## src/rtl/motor_cmd_ramp.sv

```systemverilog
// Slew-limited speed/direction command stage feeding the motor PWM generator.
// Optional command watchdog is built when CMD_WDOG_EN is defined.
module motor_cmd_ramp #(
  parameter int STEP_DIV    = 10000,
  parameter int STEP_SIZE   = 4,
  parameter int REV_DWELL   = 100000,
  parameter int WDOG_CYCLES = 5000000
) (
  input  logic       clk,
  input  logic       rst,
  input  logic       en,
  input  logic       cmd_valid,
  output logic       cmd_ready,
  input  logic       cmd_dir,
  input  logic [7:0] cmd_spd,
  output logic       pwm_en,
  output logic       dir,
  output logic [7:0] spd_sel,
  output logic       at_target,
  output logic       wdog_trip
);

  typedef enum logic [1:0] {
    HOLD  = 2'd0,
    RAMP  = 2'd1,
    DWELL = 2'd2
  } state_t;

  localparam int SW = (STEP_DIV > 1) ? $clog2(STEP_DIV) : 1;
  localparam int DW = (REV_DWELL > 1) ? $clog2(REV_DWELL) : 1;
  localparam logic [SW-1:0] STEP_LAST  = SW'(STEP_DIV - 1);
  localparam logic [DW-1:0] DWELL_LAST = DW'(REV_DWELL - 1);
  localparam logic [7:0]    STEP_INC   = 8'(STEP_SIZE);

  state_t        state_r, state_s;
  logic [7:0]    cur_spd_r, cur_spd_s;
  logic [7:0]    tgt_spd_r, tgt_spd_s;
  logic          cur_dir_r, cur_dir_s;
  logic          tgt_dir_r, tgt_dir_s;
  logic [SW-1:0] step_cnt_r, step_cnt_s;
  logic [DW-1:0] dwell_cnt_r, dwell_cnt_s;
  logic          pwm_en_r;
  logic          accept_s;
  logic          wdog_fire_s;
  logic [7:0]    eff_spd_s;

  // One bounded step from cur toward eff; clamps to eff so it never overshoots or wraps.
  function automatic logic [7:0] ramp_step(input logic [7:0] cur, input logic [7:0] eff);
    logic [7:0] res;
    if (eff > cur) begin
      if ((eff - cur) <= STEP_INC) res = eff;
      else                         res = cur + STEP_INC;
    end else begin
      if ((cur - eff) <= STEP_INC) res = eff;
      else                         res = cur - STEP_INC;
    end
    return res;
  endfunction

  assign cmd_ready = !rst && en && (state_r != DWELL);
  assign accept_s  = cmd_valid && cmd_ready;
  assign at_target = (cur_spd_r == tgt_spd_r) && (cur_dir_r == tgt_dir_r);
  assign spd_sel   = cur_spd_r;
  assign dir       = cur_dir_r;
  assign pwm_en    = pwm_en_r;

`ifdef CMD_WDOG_EN
  localparam int WW = (WDOG_CYCLES > 1) ? $clog2(WDOG_CYCLES) : 1;
  localparam logic [WW-1:0] WDOG_LAST = WW'(WDOG_CYCLES - 1);

  logic [WW-1:0] wdog_cnt_r;
  logic          wdog_trip_r;

  assign wdog_fire_s = en && !accept_s && (wdog_cnt_r == WDOG_LAST);
  assign wdog_trip   = wdog_trip_r;

  // Command-timeout counter and sticky trip flag
  always_ff @(posedge clk or posedge rst) begin
    if (rst) begin
      wdog_cnt_r  <= '0;
      wdog_trip_r <= 1'b0;
    end else if (!en || accept_s) begin
      wdog_cnt_r  <= '0;
      wdog_trip_r <= 1'b0;
    end else if (wdog_fire_s) begin
      wdog_cnt_r  <= '0;
      wdog_trip_r <= 1'b1;
    end else begin
      wdog_cnt_r  <= wdog_cnt_r + WW'(1);
    end
  end
`else
  logic unused_wdog_s;
  assign unused_wdog_s = (WDOG_CYCLES == 0);
  assign wdog_fire_s   = 1'b0;
  assign wdog_trip     = 1'b0;
`endif

  // Next-state, target update and ramp stepping
  always_comb begin
    state_s     = state_r;
    cur_spd_s   = cur_spd_r;
    cur_dir_s   = cur_dir_r;
    tgt_spd_s   = tgt_spd_r;
    tgt_dir_s   = tgt_dir_r;
    step_cnt_s  = step_cnt_r;
    dwell_cnt_s = dwell_cnt_r;

    if (accept_s) begin
      tgt_spd_s = cmd_spd;
      tgt_dir_s = cmd_dir;
    end else if (wdog_fire_s) begin
      tgt_spd_s = 8'd0;
    end else begin
      tgt_spd_s = tgt_spd_r;
    end

    // A pending reversal first ramps toward zero in the current direction.
    eff_spd_s = (tgt_dir_s == cur_dir_r) ? tgt_spd_s : 8'd0;

    if (!en) begin
      state_s     = HOLD;
      cur_spd_s   = 8'd0;
      tgt_spd_s   = 8'd0;
      tgt_dir_s   = cur_dir_r;
      step_cnt_s  = '0;
      dwell_cnt_s = '0;
    end else begin
      case (state_r)
        HOLD: begin
          step_cnt_s  = '0;
          dwell_cnt_s = '0;
          if (accept_s) begin
            if (cmd_dir == cur_dir_r) begin
              state_s = (cmd_spd != cur_spd_r) ? RAMP : HOLD;
            end else if (cur_spd_r == 8'd0) begin
              cur_dir_s = cmd_dir;
              state_s   = (cmd_spd != 8'd0) ? RAMP : HOLD;
            end else begin
              state_s = RAMP;
            end
          end else if (wdog_fire_s) begin
            state_s = (cur_spd_r != 8'd0) ? RAMP : HOLD;
          end else begin
            state_s = HOLD;
          end
        end
        RAMP: begin
          dwell_cnt_s = '0;
          if (step_cnt_r == STEP_LAST) begin
            step_cnt_s = '0;
            cur_spd_s  = ramp_step(cur_spd_r, eff_spd_s);
            if (cur_spd_s == eff_spd_s) begin
              state_s = (tgt_dir_s != cur_dir_r) ? DWELL : HOLD;
            end else begin
              state_s = RAMP;
            end
          end else begin
            step_cnt_s = step_cnt_r + SW'(1);
            state_s    = RAMP;
          end
        end
        DWELL: begin
          cur_spd_s  = 8'd0;
          step_cnt_s = '0;
          if (dwell_cnt_r == DWELL_LAST) begin
            dwell_cnt_s = '0;
            cur_dir_s   = tgt_dir_r;
            state_s     = (tgt_spd_r != 8'd0) ? RAMP : HOLD;
          end else begin
            dwell_cnt_s = dwell_cnt_r + DW'(1);
            state_s     = DWELL;
          end
        end
        default: begin
          state_s     = HOLD;
          cur_spd_s   = 8'd0;
          tgt_spd_s   = 8'd0;
          tgt_dir_s   = cur_dir_r;
          step_cnt_s  = '0;
          dwell_cnt_s = '0;
        end
      endcase
    end
  end

  // State and datapath registers; pwm_en follows the next speed so it lines up with spd_sel
  always_ff @(posedge clk or posedge rst) begin
    if (rst) begin
      state_r     <= HOLD;
      cur_spd_r   <= 8'd0;
      cur_dir_r   <= 1'b1;
      tgt_spd_r   <= 8'd0;
      tgt_dir_r   <= 1'b1;
      step_cnt_r  <= '0;
      dwell_cnt_r <= '0;
      pwm_en_r    <= 1'b0;
    end else begin
      state_r     <= state_s;
      cur_spd_r   <= cur_spd_s;
      cur_dir_r   <= cur_dir_s;
      tgt_spd_r   <= tgt_spd_s;
      tgt_dir_r   <= tgt_dir_s;
      step_cnt_r  <= step_cnt_s;
      dwell_cnt_r <= dwell_cnt_s;
      pwm_en_r    <= en && (cur_spd_s != 8'd0);
    end
  end

endmodule
```

## config.mk

```make
export PLATFORM = sky130hd
export DESIGN_NAME = motor_cmd_ramp
export DESIGN_NICKNAME = d
export VERILOG_FILES = /design/src/rtl/motor_cmd_ramp.sv
export SDC_FILE = /design/constraint.sdc
export NUM_CORES = 1
export LEC_CHECK = 0
export BUFFER_PORTS_ARGS = -buffer_cell sky130_fd_sc_hd__buf_2
export CAP_MARGIN = 0
export CORE_ASPECT_RATIO = 1.25
export CORE_MARGIN = 1
export CORE_UTILIZATION = 62
export DETAILED_ROUTE_END_ITERATION = 10
export PLACE_DENSITY = 0.89
export SYNTH_ARGS = -nofsm -noshare
export SYNTH_HDL_FRONTEND = slang
export SYNTH_SLANG_ARGS = --single-unit
```

## constraint.sdc

```tcl
create_clock -name clk -period 5.2 [get_ports clk]
set_input_delay 0.78 -clock clk [delete_from_list [all_inputs] [get_ports clk]]
set_output_delay 0.78 -clock clk [all_outputs]
set_load 0.02 [all_outputs]
```

**Word level (Yosys, flattened, before mapping)**

Index checks and enable logic that the tools add are counted.

- Flip-flop bits (word level): 52
- Bits of input ports: 13
- Output and inout bits: 13
- Logic and storage cells: 86

- Add/subtract/negate cells: 6
- Order comparisons: 3
- Eq/ne operators: 16
- Muxes and demuxes: 39
- Reductions and logical operators: 14

Operators by type and width:

| kind | number |
|---|---|
| $mux W8 | 12 |
| $mux W17 | 3 |
| $mux W14 | 3 |
| $reduce_bool A8 Y1 | 3 |
| $add A17 B1 Y17 const B | 1 |
| $eq A17 B17 Y1 const B | 1 |
| $eq A8 B8 Y1 | 2 |
| $le A8 B3 Y1 const B | 2 |
| $pmux W8 S2 | 1 |
| $sub A8 B8 Y8 | 2 |
| $add A14 B1 Y14 const B | 1 |
| $eq A14 B14 Y1 const B | 1 |
| $mux W1 | 12 |
| $mux W2 | 6 |
| $ne A2 B2 Y1 const B | 5 |
| $add A8 B3 Y8 const B | 1 |
| $gt A8 B8 Y1 | 1 |
| $logic_not A8 Y1 | 1 |
| $ne A8 B8 Y1 | 1 |
| $sub A8 B3 Y8 const B | 1 |
| $pmux W2 S3 | 1 |
| $reduce_and A6 Y1 | 1 |
| $logic_and A1 B1 Y1 | 5 |
| $eq A1 B1 Y1 | 3 |
| 8 further kinds | 8 |

**Longest topological paths before layout**

Gate-level depths: netlist of run 1.

- Word-level depth: 19
- Mapped depth: 21

**Worst setup path before layout of run 1**

OpenSTA, ideal clock, no wires.

- Path kind: in2reg
- From: input cmd_valid
- To: register pwm_en_r, in the netlist pwm_en
- Library setup time: 0.139 ns
- Arrival: 5.084 ns
- Required time: 5.061 ns
- Slack: -0.022 ns
- Stages on the path: 21
- Cell sequence: buf_4 inv_4 nor3_1 buf_4 mux2i_1 xnor2_1 or2_2 clkbuf_1 inv_1 ha_1 nand2_1 nor2_1 a221oi_1 a21boi_0 xnor2_1 nor2_1 a21oi_1 a22oi_1 a22o_1 a32o_1 or4b_1

- Longest elaborated chain between the ends: 16
- Elaborated cells on any way between the ends: 21
- Classes of those cells: add/sub (2); order compare (3); eq/ne (1); mux (12); reduce/logical (3)

Ends and longest elaborated chain:

| item | RTL line | text |
|---|---|---|
| start: declaration | 12 | `input logic cmd_valid,` |
| $logic_and A1 B1 Y1 (*) | 61 | `assign accept_s = cmd_valid && cmd_ready;` |
| $mux W1 | 109 | `if (accept_s) begin` |
| $eq A1 B1 Y1 | 119 | `eff_spd_s = (tgt_dir_s == cur_dir_r) ? tgt_spd_s : 8'd0;` |
| $mux W8 (*) | 119 |  |
| $sub A8 B8 Y8, on equally long branches | 54, 51 |  |
| $le A8 B3 Y1, on equally long branches | 54, 51 |  |
| $mux W8, on equally long branches | 54, 51 |  |
| $mux W8 (*) | 50 | `if (eff > cur) begin` |
| $mux W8 (*) | 150 | `if (step_cnt_r == STEP_LAST) begin` |
| $mux W8 (*) | 129 | `case (state_r)` |
| $mux W8 (*) | 121 | `if (!en) begin` |
| $mux W8 (*) | 150 |  |
| $pmux W8 S2 (*) | 129 |  |
| $mux W8 (*) | 121 |  |
| net cur_spd_s[6] | 36 | `logic [7:0] cur_spd_r, cur_spd_s;` |
| $reduce_bool A8 Y1 (*) | 206 | `pwm_en_r <= en && (cur_spd_s != 8'd0);` |
| $logic_and A1 B1 Y1 (*) | 206 |  |
| end signal: assignment | 206 |  |
| end: declaration | 42 | `logic pwm_en_r;` |

The timed path passes the listed nets; every way through them passes the cells marked *. The select of a mux whose other input is x is not followed.
A chain may end at the register's enable or synchronous reset.

**Worst setup path in the final report of run 1**

- From: register state_r[1]
- To: register pwm_en_r, in the netlist pwm_en

- Longest elaborated chain between the ends: 18
- Elaborated cells on any way between the ends: 25
- Classes of those cells: add/sub (2); order compare (3); eq/ne (3); mux (12); reduce/logical (5)

Ends and longest elaborated chain:

| item | RTL line | text |
|---|---|---|
| start: declaration | 35 | `state_t state_r, state_s;` |
| start signal: assignment | 199 | `state_r <= state_s;` |
| $ne A2 B2 Y1 | 60 | `assign cmd_ready = !rst && en && (state_r != DWELL);` |
| $logic_and A1 B1 Y1 | 60 |  |
| $logic_and A1 B1 Y1 | 61 |  |
| $mux W1 | 109 |  |
| $eq A1 B1 Y1 | 119 |  |
| $mux W8 | 119 |  |
| $sub A8 B8 Y8, on equally long branches | 54, 51 |  |
| $le A8 B3 Y1, on equally long branches | 54, 51 |  |
| [... 3 more ...] | n/a |  |
| $mux W8 | 129 |  |
| $mux W8 | 121 |  |
| $mux W8 | 150 |  |
| $pmux W8 S2 (*) | 129 |  |
| $mux W8 (*) | 121 |  |
| net cur_spd_s[6] | 36 |  |
| $reduce_bool A8 Y1 (*) | 206 |  |
| $logic_and A1 B1 Y1 (*) | 206 |  |

Marked as above.

==> reports/metrics.yaml, run 1 <==
cp-end-kind: "register"
synth_common_cells: "61 x nor2_1, 50 x dfrtp_1, 46 x nand2_1"
post-dp-hpwl_um: 9310
p_seq_share_pct: 39.5
yosysTopAreaCellShare_pct: 27.5
clk_pin_slew_ps: 90
drt_iter0_drc: 292
ys_ff_latch: 52
start_util_pct: 64.8
root_buffer: "clkbuf_8"
area.sequential_sq_mm: 0.00131
n_antenna_cell: 0
ant_nets: 0
cts_tree: "built"
firstDrtPassIters: 5
netlist.top_cell.by_area: "dfrtp_1"
grt_max_degree: 53
wire_per_inst_um: 18.7
p_leak_nw: 2.19
clock_sinks: 52
grt_pass1_vias: 4302
r2r_cells: 16
p_int_uw: 709
synth_edf_count: 0
core_sq_mm: 0.00702
power_frac_comb_pct: 41.0
period_share_pct: 96.2
critPathLaunchType: "register"
die_w_um: 78.6
synth.distinct_cells: 89
multi_input_area_sq_mm: 0.00302
setup_viol: 0
layout-drive-gt1-share_pct: 18.2
remaining_drc_errors: 0
clockBufferDepth: 2
track_usage_pct: 33.2
wirelength_um: 12300
num_io_pins: 26
post-place-ws_ps: -26.3
worstSetupPathType: "register to register"
numCtsBuffers: 5
grt_pass1_wl_um: 20100
place_congestion: 0.968
clkPwrFrac_pct: 19.5
ys.flop_type: "dfrtp_1"
path_max_fanout: 11
synth_most_common_cell: "nor2_1"
worst_slack_ps: 198
hold_class: "register to register"
max_freq_mhz: 200
maxCapViolCount: 0
syn_area_sq_mm: 0.00455
grt_overflow: 0
syn_nets: 567
postSynth.asyncResetShare_pct: 100
worstSkewPairLatency_ps: 310
final_cells: 660
holdPathStages: 1
irDropWorstVdd_mv: 0.176
fin_skew_ps: 12.2
port_buffers: 24
row_count: 34
num_vias: 4278
synthTopCellsByArea: "dfrtp_1 27%, xnor2_1 6.2%, xor2_1 5.8%, nor2_1 5.0%, ha_1 4.4%"
antenna_found_initial: 0
worstPathArrival_ps: 5180
netSwitchingPower_uw: 466
yosys_warnings: 0
fillers: 553
synth.avg_cell_area_sq_um: 8.46
syn_inst: 538
rsz0062_at_grt: "false"
p_sw_share_pct: 39.6
p_per_area_mw_per_mm2: 236
fin_crit_ps: 5000
slew_headroom_pct: 30.1
critPathRequiredTime_ps: 5380
fin_nets: 598
drv_slew: 0
worst_pin_slew_ps: 1050
status: "completed"
cts_max_level: 2
seq_area_frac_synth_pct: 28.6
die-area_sq_mm: 0.00769
dp.cells: 647
area_growth_pct: 9.32
die_h_um: 97.8
hold_viol: 0
viasPerCell: 6.48
[repair_timing]
item	CTS	global route
setup endpoints to repair	0	2
hold buffers	0	0
buffers inserted	0	5
resized for setup	0	4
hold endpoints to repair	0	0
[cells in the final DEF (no fill, tap or decap), types with 6 or more instances in the layout]
cell type / synthesis / layout
a21oi_1: 20 / 19
a31oi_1: 6 / 6
and2_1: 10 / 10
and3_1: 11 / 11
buf_2: 7 / 24
buf_4: 4 / 31
dfrtp_1: 50 / 50
ha_1: 16 / 16
inv_1: 20 / 19
nand2_1: 46 / 46
nand3_1: 39 / 39
nand4_1: 11 / 11
nor2_1: 61 / 61
nor3_1: 11 / 10
nor4_1: 13 / 13
o21ai_0: 8 / 8
xnor2_1: 32 / 32
xor2_1: 30 / 30
[per-stage QoR]
step | area, sq um | hold WS, ps | util, % | TNS (ps) | power, mW
final | 4970 | 470 | 70.9 | 0 | 1.17
after global routing | 4970 | 500 | 70.9 | 0 | 1.24
after CTS | 4910 | 474 | 70.0 | 0 | 1.16
after detailed placement | 4830 | 461 | 68.8 | -26.3 | 0.927
after global placement | 4830 | 436 | 68.8 | 0 | 0.914
after floorplan | 4560 | 425 | - | 0 | 0.808
[flip-flops by register name, summed over array words and instances, names as in the netlist]
register     cells
pwm_en           1
spd_sel          8
state_r          2
tgt_spd_r        8
dir              1
dwell_cnt_r     17
tgt_dir_r        1
step_cnt_r      14
[power by group through the flow]
stage | Clock (mW) | Sequential (mW) | Combinational (mW)
floorplan | 0 | 0.437 | 0.371
detailed placement | 0 | 0.468 | 0.459
global placement | 0 | 0.467 | 0.447
global route | 0.251 | 0.469 | 0.518
CTS | 0.235 | 0.460 | 0.461
finish | 0.229 | 0.464 | 0.481
[logic make-up (layout without fill, tap and decap cells)]
logic type      after synthesis  in the layout  share of synthesized area, %
compound gates              102            102                          19.6
xor+xnor                     62             62                          11.9
fa+ha+maj                    16             16                          4.40
buf+inv                      54             86                          5.42
flops                        52             52                          28.6
mux                           5              5                          1.13
other cells                   1              1                        0.0824
simple gates                246            246                          28.8
[worst max-delay path: stages (launching register included)]
cell      delay [ps]
dfrtp_1          510
nor2b_4          360
nor3_2           100
buf_4            200
a211oi_2         370
ha_1             350
nand3b_1         160
nand2b_1          70
o31ai_1          320
o22ai_1          220
a221oi_1         530
a41oi_2          280
a31oi_4          300
nand2_1          140
a22o_1           230
a32o_1           210
or4b_1           510
[path summary, 6_finish.rpt]
kind / start / to / slack, ps
worst max-delay path: state_r[1] / pwm_en / 200
worst min-delay path: step_cnt_r[0] / step_cnt_r[0] / 470
worst max register to register: state_r[1] / pwm_en / 200
worst min register to register: step_cnt_r[0] / step_cnt_r[0] / 470
max in group asynchronous: rst / step_cnt_r[8] / 3800
min in group asynchronous: rst / tgt_spd_r[6] / 740
[metal layers]
| layer | track usage [%] | share of wire (%) | routed length, um | vias up |
|---|---|---|---|---|
| met5 | 0 | 0 | 0 | - |
| met1 | 38.8 | 40 | 4940 | 2017 |
| li1 | - | - | - | 2016 |
| met2 | 55.8 | 49 | 6030 | 172 |
| met4 | 21.9 | 6.2 | 764 | 0 |
| met3 | 4.95 | 4.9 | 604 | 73 |
[layout make-up]
cell class                 count  area share (%)
timing repair buffer          55            7.09
tap                           90            2.26
sequential                    52            26.3
multi-input combinational    432            60.8
clock inverter                 2           0.277
clock buffer                   6            1.46
inverter                      23            1.84
(Power assumes the default switching activity.)
==> inputs of run 2 (changes only) <==
--- a/config.mk
+++ b/config.mk
@@ -7,11 +7,13 @@
 export LEC_CHECK = 0
 export BUFFER_PORTS_ARGS = -buffer_cell sky130_fd_sc_hd__buf_2
 export CAP_MARGIN = 0
+export CELL_PAD_IN_SITES_DETAIL_PLACEMENT = 1
+export CELL_PAD_IN_SITES_GLOBAL_PLACEMENT = 1
 export CORE_ASPECT_RATIO = 1.25
 export CORE_MARGIN = 1
-export CORE_UTILIZATION = 62
+export CORE_UTILIZATION = 48
 export DETAILED_ROUTE_END_ITERATION = 10
-export PLACE_DENSITY = 0.89
+export PLACE_DENSITY = 0.9
 export SYNTH_ARGS = -nofsm -noshare
 export SYNTH_HDL_FRONTEND = slang
 export SYNTH_SLANG_ARGS = --single-unit
==> run 2 against run 1 <==
Against the previous run: hold slack lost 7.1 ps; combinational power is 9.6% higher; routed wire length up 20%; first-iteration DRC count shrank 29%; global-route usage shrank 1.7 points; design area up 2.6%.
==> reports/metrics.yaml, run 2 (same netlist as run 1, synthesis figures left out) <==
drt_iter0_drc: 207
layout_common_cells: "61 x nor2_1, 50 x dfrtp_1, 46 x nand2_1"
grt_pass1_vias: 4790
worstSkewPairLatency_ps: 300
largest-register: "dwell_cnt_r"
row_count: 39
worst_pin_slew_ps: 1080
worstPathArrival_ps: 5200
cts_tree: "built"
cts_max_level: 2
fin_nets: 599
p_leak_nw: 2.23
die_w_um: 89.1
status: "completed"
wirelength_um: 14800
clock_sinks: 52
r2r-start: "state_r[1]"
drv_slew: 0
numCtsBuffers: 5
crit_path_start: "state_r[1]"
cp-end-kind: "register"
antenna_found_initial: 0
path_max_fanout: 9
area_growth_pct: 12.2
rrSetupSlack_ps: 170
r2r_cells: 17
slew_headroom_pct: 28.1
rsz0062_at_grt: "false"
firstDrtPassIters: 5
root_buffer: "clkbuf_16"
viasPerCell: 6.31
setup.worst_path.end: "pwm_en"
period_share_pct: 96.7
grt_pass1_wl_um: 23800
clk_pin_slew_ps: 70
p_per_area_mw_per_mm2: 270
tns_ps: 0
final_common_cell: "nor2_1"
setup_viol: 0
hold_class: "register to register"
largest_reg_flops: 17
max_freq_mhz: 199
num_io_pins: 26
ant_nets: 0
p_total_mw: 1.38
critPathRequiredTime_ps: 5380
port_buffers: 24
n_antenna_cell: 0
worstSetupPathType: "register to register"
post-dp-hpwl_um: 10900
fin_crit_ps: 5030
die_h_um: 111
wire_per_inst_um: 21.3
clockBufferDepth: 2
ctsHoldBuffers: 0
regToRegEndpoint: "pwm_en"
die-area_sq_mm: 0.00988
irDropWorstVdd_mv: 0.191
num_vias: 4380
hold_viol: 0
fillers: 1159
fin_skew_ps: 6.49
holdPathStages: 1
start_util_pct: 49.6
maxCapViolCount: 0
critPathLaunchType: "register"
place_congestion: 0.945
remaining_drc_errors: 0
layout-drive-gt1-share_pct: 18.6
grt_overflow: 0
grt_max_degree: 53
holdWs_ps: 463
core_sq_mm: 0.00917
reg_top3: "dwell_cnt_r (17), step_cnt_r (14)"
track_usage_pct: 31.5
run 2: changes by cell type in the layout (fill, tap and decap cells not counted):
cell        delta
buf_4          +1
clkbuf_8       -5
clkbuf_1       -1
clkbuf_16      +5
clkinvlp_4     +1
dfstp_4        -1
bufinv_16      +1
dfstp_2        +1
clkinv_2       -1
run 2: cell type report:
cell class,instances,area [sq um],area share [%]
Clock buffer,5,125,2.45
Clock inverter,3,46.3,0.907
Inverter,23,91.3,1.79
Multi-Input combinational cell,432,3020,59.2
Sequential cell,52,1300,25.5
Tap cell,123,154,3.01
Timing Repair Buffer,56,360,7.06
run 2: worst min path at each step:
stage | end | slack (ps) | startpoint
floorplan | step_cnt_r[0] | 430 | step_cnt_r[0]
global placement | step_cnt_r[0] | 440 | step_cnt_r[0]
detailed placement | step_cnt_r[0] | 470 | step_cnt_r[0]
CTS | step_cnt_r[0] | 470 | step_cnt_r[0]
global route | step_cnt_r[0] | 490 | step_cnt_r[0]
finish | step_cnt_r[0] | 460 | step_cnt_r[0]
run 2: power by group:
group          switching, mW  internal, mW
clock network          0.166         0.229
logic                  0.315         0.212
registers             0.0394         0.418
run 2: worst max-delay path, stage by stage, from the launching register on:
cell and delay, ps:
dfrtp_1 490, nor2b_4 200, buf_4 180, or4_4 530, o211ai_2 170, inv_4 60
ha_1 380, a21o_1 240, a21o_1 190, a221o_1 280, a31oi_1 180, xnor2_1 120
a2111oi_4 490, nand3_1 250, nand2_1 140, nand4_1 120, a311o_1 380, or4b_1 490
run 2: metrics by stage:
step / instance area [sq um] / instances / setup slack, ps / utilization, %
6_report: 5100 / 694 / 171 / 55.6
5_1_grt: 5100 / 694 / 13.2 / 55.6
4_1_cts: 5070 / 692 / 102 / 55.3
3_5_place_dp: 4900 / 684 / -178 / 53.4
3_3_place_gp: 4900 / 684 / -109 / 53.4
2_1_floorplan: 4560 / 538 / 135 / -
run 2: repair_timing:
item                       4_1_cts  5_1_grt
setup endpoints to repair        0        3
hold endpoints to repair         0        0
buffers inserted                 0        2
gates resized for setup          0        3
run 2: per-layer routing:
metal / GRT usage, % / vias up / part of all wire, % / wire (um)
li1: - / 2015 / - / -
met2: 55.7 / 111 / 53 / 7810
met1: 36.0 / 2210 / 39 / 5840
met5: 0 / - / 0 / 0
met4: 17.9 / 0 / 4.8 / 714
met3: 3.05 / 44 / 2.9 / 428
==> inputs of run 3 (changes only) <==
--- a/config.mk
+++ b/config.mk
@@ -13,7 +13,7 @@
 export CORE_MARGIN = 1
 export CORE_UTILIZATION = 48
 export DETAILED_ROUTE_END_ITERATION = 10
-export PLACE_DENSITY = 0.9
+export PLACE_DENSITY_LB_ADDON = 0.1
 export SYNTH_ARGS = -nofsm -noshare
 export SYNTH_HDL_FRONTEND = slang
 export SYNTH_SLANG_ARGS = --single-unit
==> run 3 against run 2 <==
Against the previous run: clock skew is essentially flat; fmax grew 0.85%; clock power shrank 12%; combinational power shrank 1%; global-route usage shrank 1.3 points; routed wire length shrank 3.6%; die area is the same; register-to-register slack gained 210 ps; first-iteration DRC count shrank 2.9%.
==> reports/metrics.yaml, run 3 (same netlist as run 1, synthesis figures left out) <==
area_growth_pct: 11.8
start_util_pct: 49.6
p_total_mw: 1.32
fin_crit_ps: 4990
multi_input_area_sq_mm: 0.00303
fillers: 1158
remaining_drc_errors: 0
p_leak_nw: 2.22
worstSetupPathType: "input port to register"
grt_pass1_vias: 4499
grt_pass1_wl_um: 22800
root_buffer: "clkbuf_16"
cts_max_level: 2
clock_sinks: 52
n_antenna_cell: 0
die_h_um: 111
antenna_found_initial: 0
ctsHoldBuffers: 0
viasPerCell: 6.21
wire_per_inst_um: 20.6
crit_chain: "buf_2, nand2b_1, or4_4, o211ai_2, inv_4, ha_1, a21o_1, a21o_1, a221o_1, a31oi_1, xnor2_1, a2111oi_4, nand3_1, nand2_1, nand4_1, a311o_1, or4b_1"
row_count: 39
critPathLaunchType: "input port"
layout-drive-gt1-share_pct: 18.4
maxCapViolCount: 0
slew_headroom_pct: 25.6
worstPathArrival_ps: 5150
crit_cells: 17
final_cell_area_sq_mm: 0.00509
p_per_area_mw_per_mm2: 260
status: "completed"
die-area_sq_mm: 0.00988
post-dp-hpwl_um: 10700
die_w_um: 89.1
num_io_pins: 26
worstSkewPairLatency_ps: 290
path_delay_family: "compound AO/OA/AOI/OAI gates"
core_sq_mm: 0.00917
placed_cell_area_sq_mm: 0.00491
wirelength_um: 14300
finalCoreUtilization_pct: 55.5
crit_slowest_cell: "or4_4"
ant_nets: 0
max_freq_mhz: 201
critPathBufInv: 2
area.sequential_sq_mm: 0.00130
setup.worst_path.end: "pwm_en"
firstDrtPassIters: 4
post_cts_buffers: 0
drt_iter0_drc: 201
fin_nets: 598
path_max_fanout: 7
cp-end-kind: "register"
period_share_pct: 95.9
layout_common_cells: "60 x nor2_1, 50 x dfrtp_1, 46 x nand2_1"
rrSetupSlack_ps: 380
r2r_cells: 16
hold_class: "register to register"
clockBufferDepth: 2
port_buffers: 24
reg_top3: "dwell_cnt_r (17), step_cnt_r (14)"
hold_viol: 0
track_usage_pct: 30.2
num_vias: 4302
place_congestion: 0.889
rsz0062_at_grt: "false"
cts_tree: "built"
regToRegEndpoint: "pwm_en"
holdPathStages: 1
tns_ps: 0
critPathMaxStageDelay_ps: 540
fin_skew_ps: 6.65
critPathRequiredTime_ps: 5360
final_common_cell: "nor2_1"
largest-register: "dwell_cnt_r"
drv_slew: 0
grt_overflow: 0
r2r-start: "dir"
crit_top_cell: "a21o_1"
crit_path_start: "rst"
grt_max_degree: 53
worst_pin_slew_ps: 1120
clk_pin_slew_ps: 70
numCtsBuffers: 5
setup_viol: 0
post_cts_resized: 0
largest_reg_flops: 17
irDropWorstVdd_mv: 0.169
==> run 3: worst min path at each step <==
stage | slack (ps) | to | start
4_1_cts | 450 | step_cnt_r[0] | step_cnt_r[0]
6_report | 450 | step_cnt_r[0] | step_cnt_r[0]
3_5_place_dp | 450 | step_cnt_r[0] | step_cnt_r[0]
3_3_place_gp | 440 | step_cnt_r[0] | step_cnt_r[0]
2_1_floorplan | 430 | step_cnt_r[0] | step_cnt_r[0]
5_1_grt | 470 | step_cnt_r[0] | step_cnt_r[0]
==> run 3: through the flow <==
stage / hold slack (ps) / cells / worst slack, ps
finish: 450 / 693 / 214
detailed placement: 446 / 685 / -140
floorplan: 425 / 538 / 135
global placement: 438 / 685 / 49.8
global route: 470 / 693 / 24.4
CTS: 454 / 693 / 149
==> run 3: layout make-up <==
type | instances | share of cell area, %
timing repair buffer | 55 | 6.93
sequential | 52 | 25.6
inverter | 23 | 1.79
clock buffer | 8 | 3.07
tap | 123 | 3.02
multi-input combinational | 432 | 59.6
==> run 3: layer usage <==
layer	track usage [%]	vias to the layer above	part of all wire (%)
li1	-	2017	-
met1	37.5	2158	42
met2	52.8	100	52
met3	3.72	27	3.2
met4	10.5	0	2.5
met5	0	-	0
==> run 3: where the power goes <==
part           leakage [nW]  switching [mW]  total (mW)  internal, mW
registers             0.718          0.0334       0.452         0.419
clock network        0.0772           0.144       0.349         0.205
logic                  1.43           0.314       0.520         0.207
total                  2.22           0.491        1.32         0.831
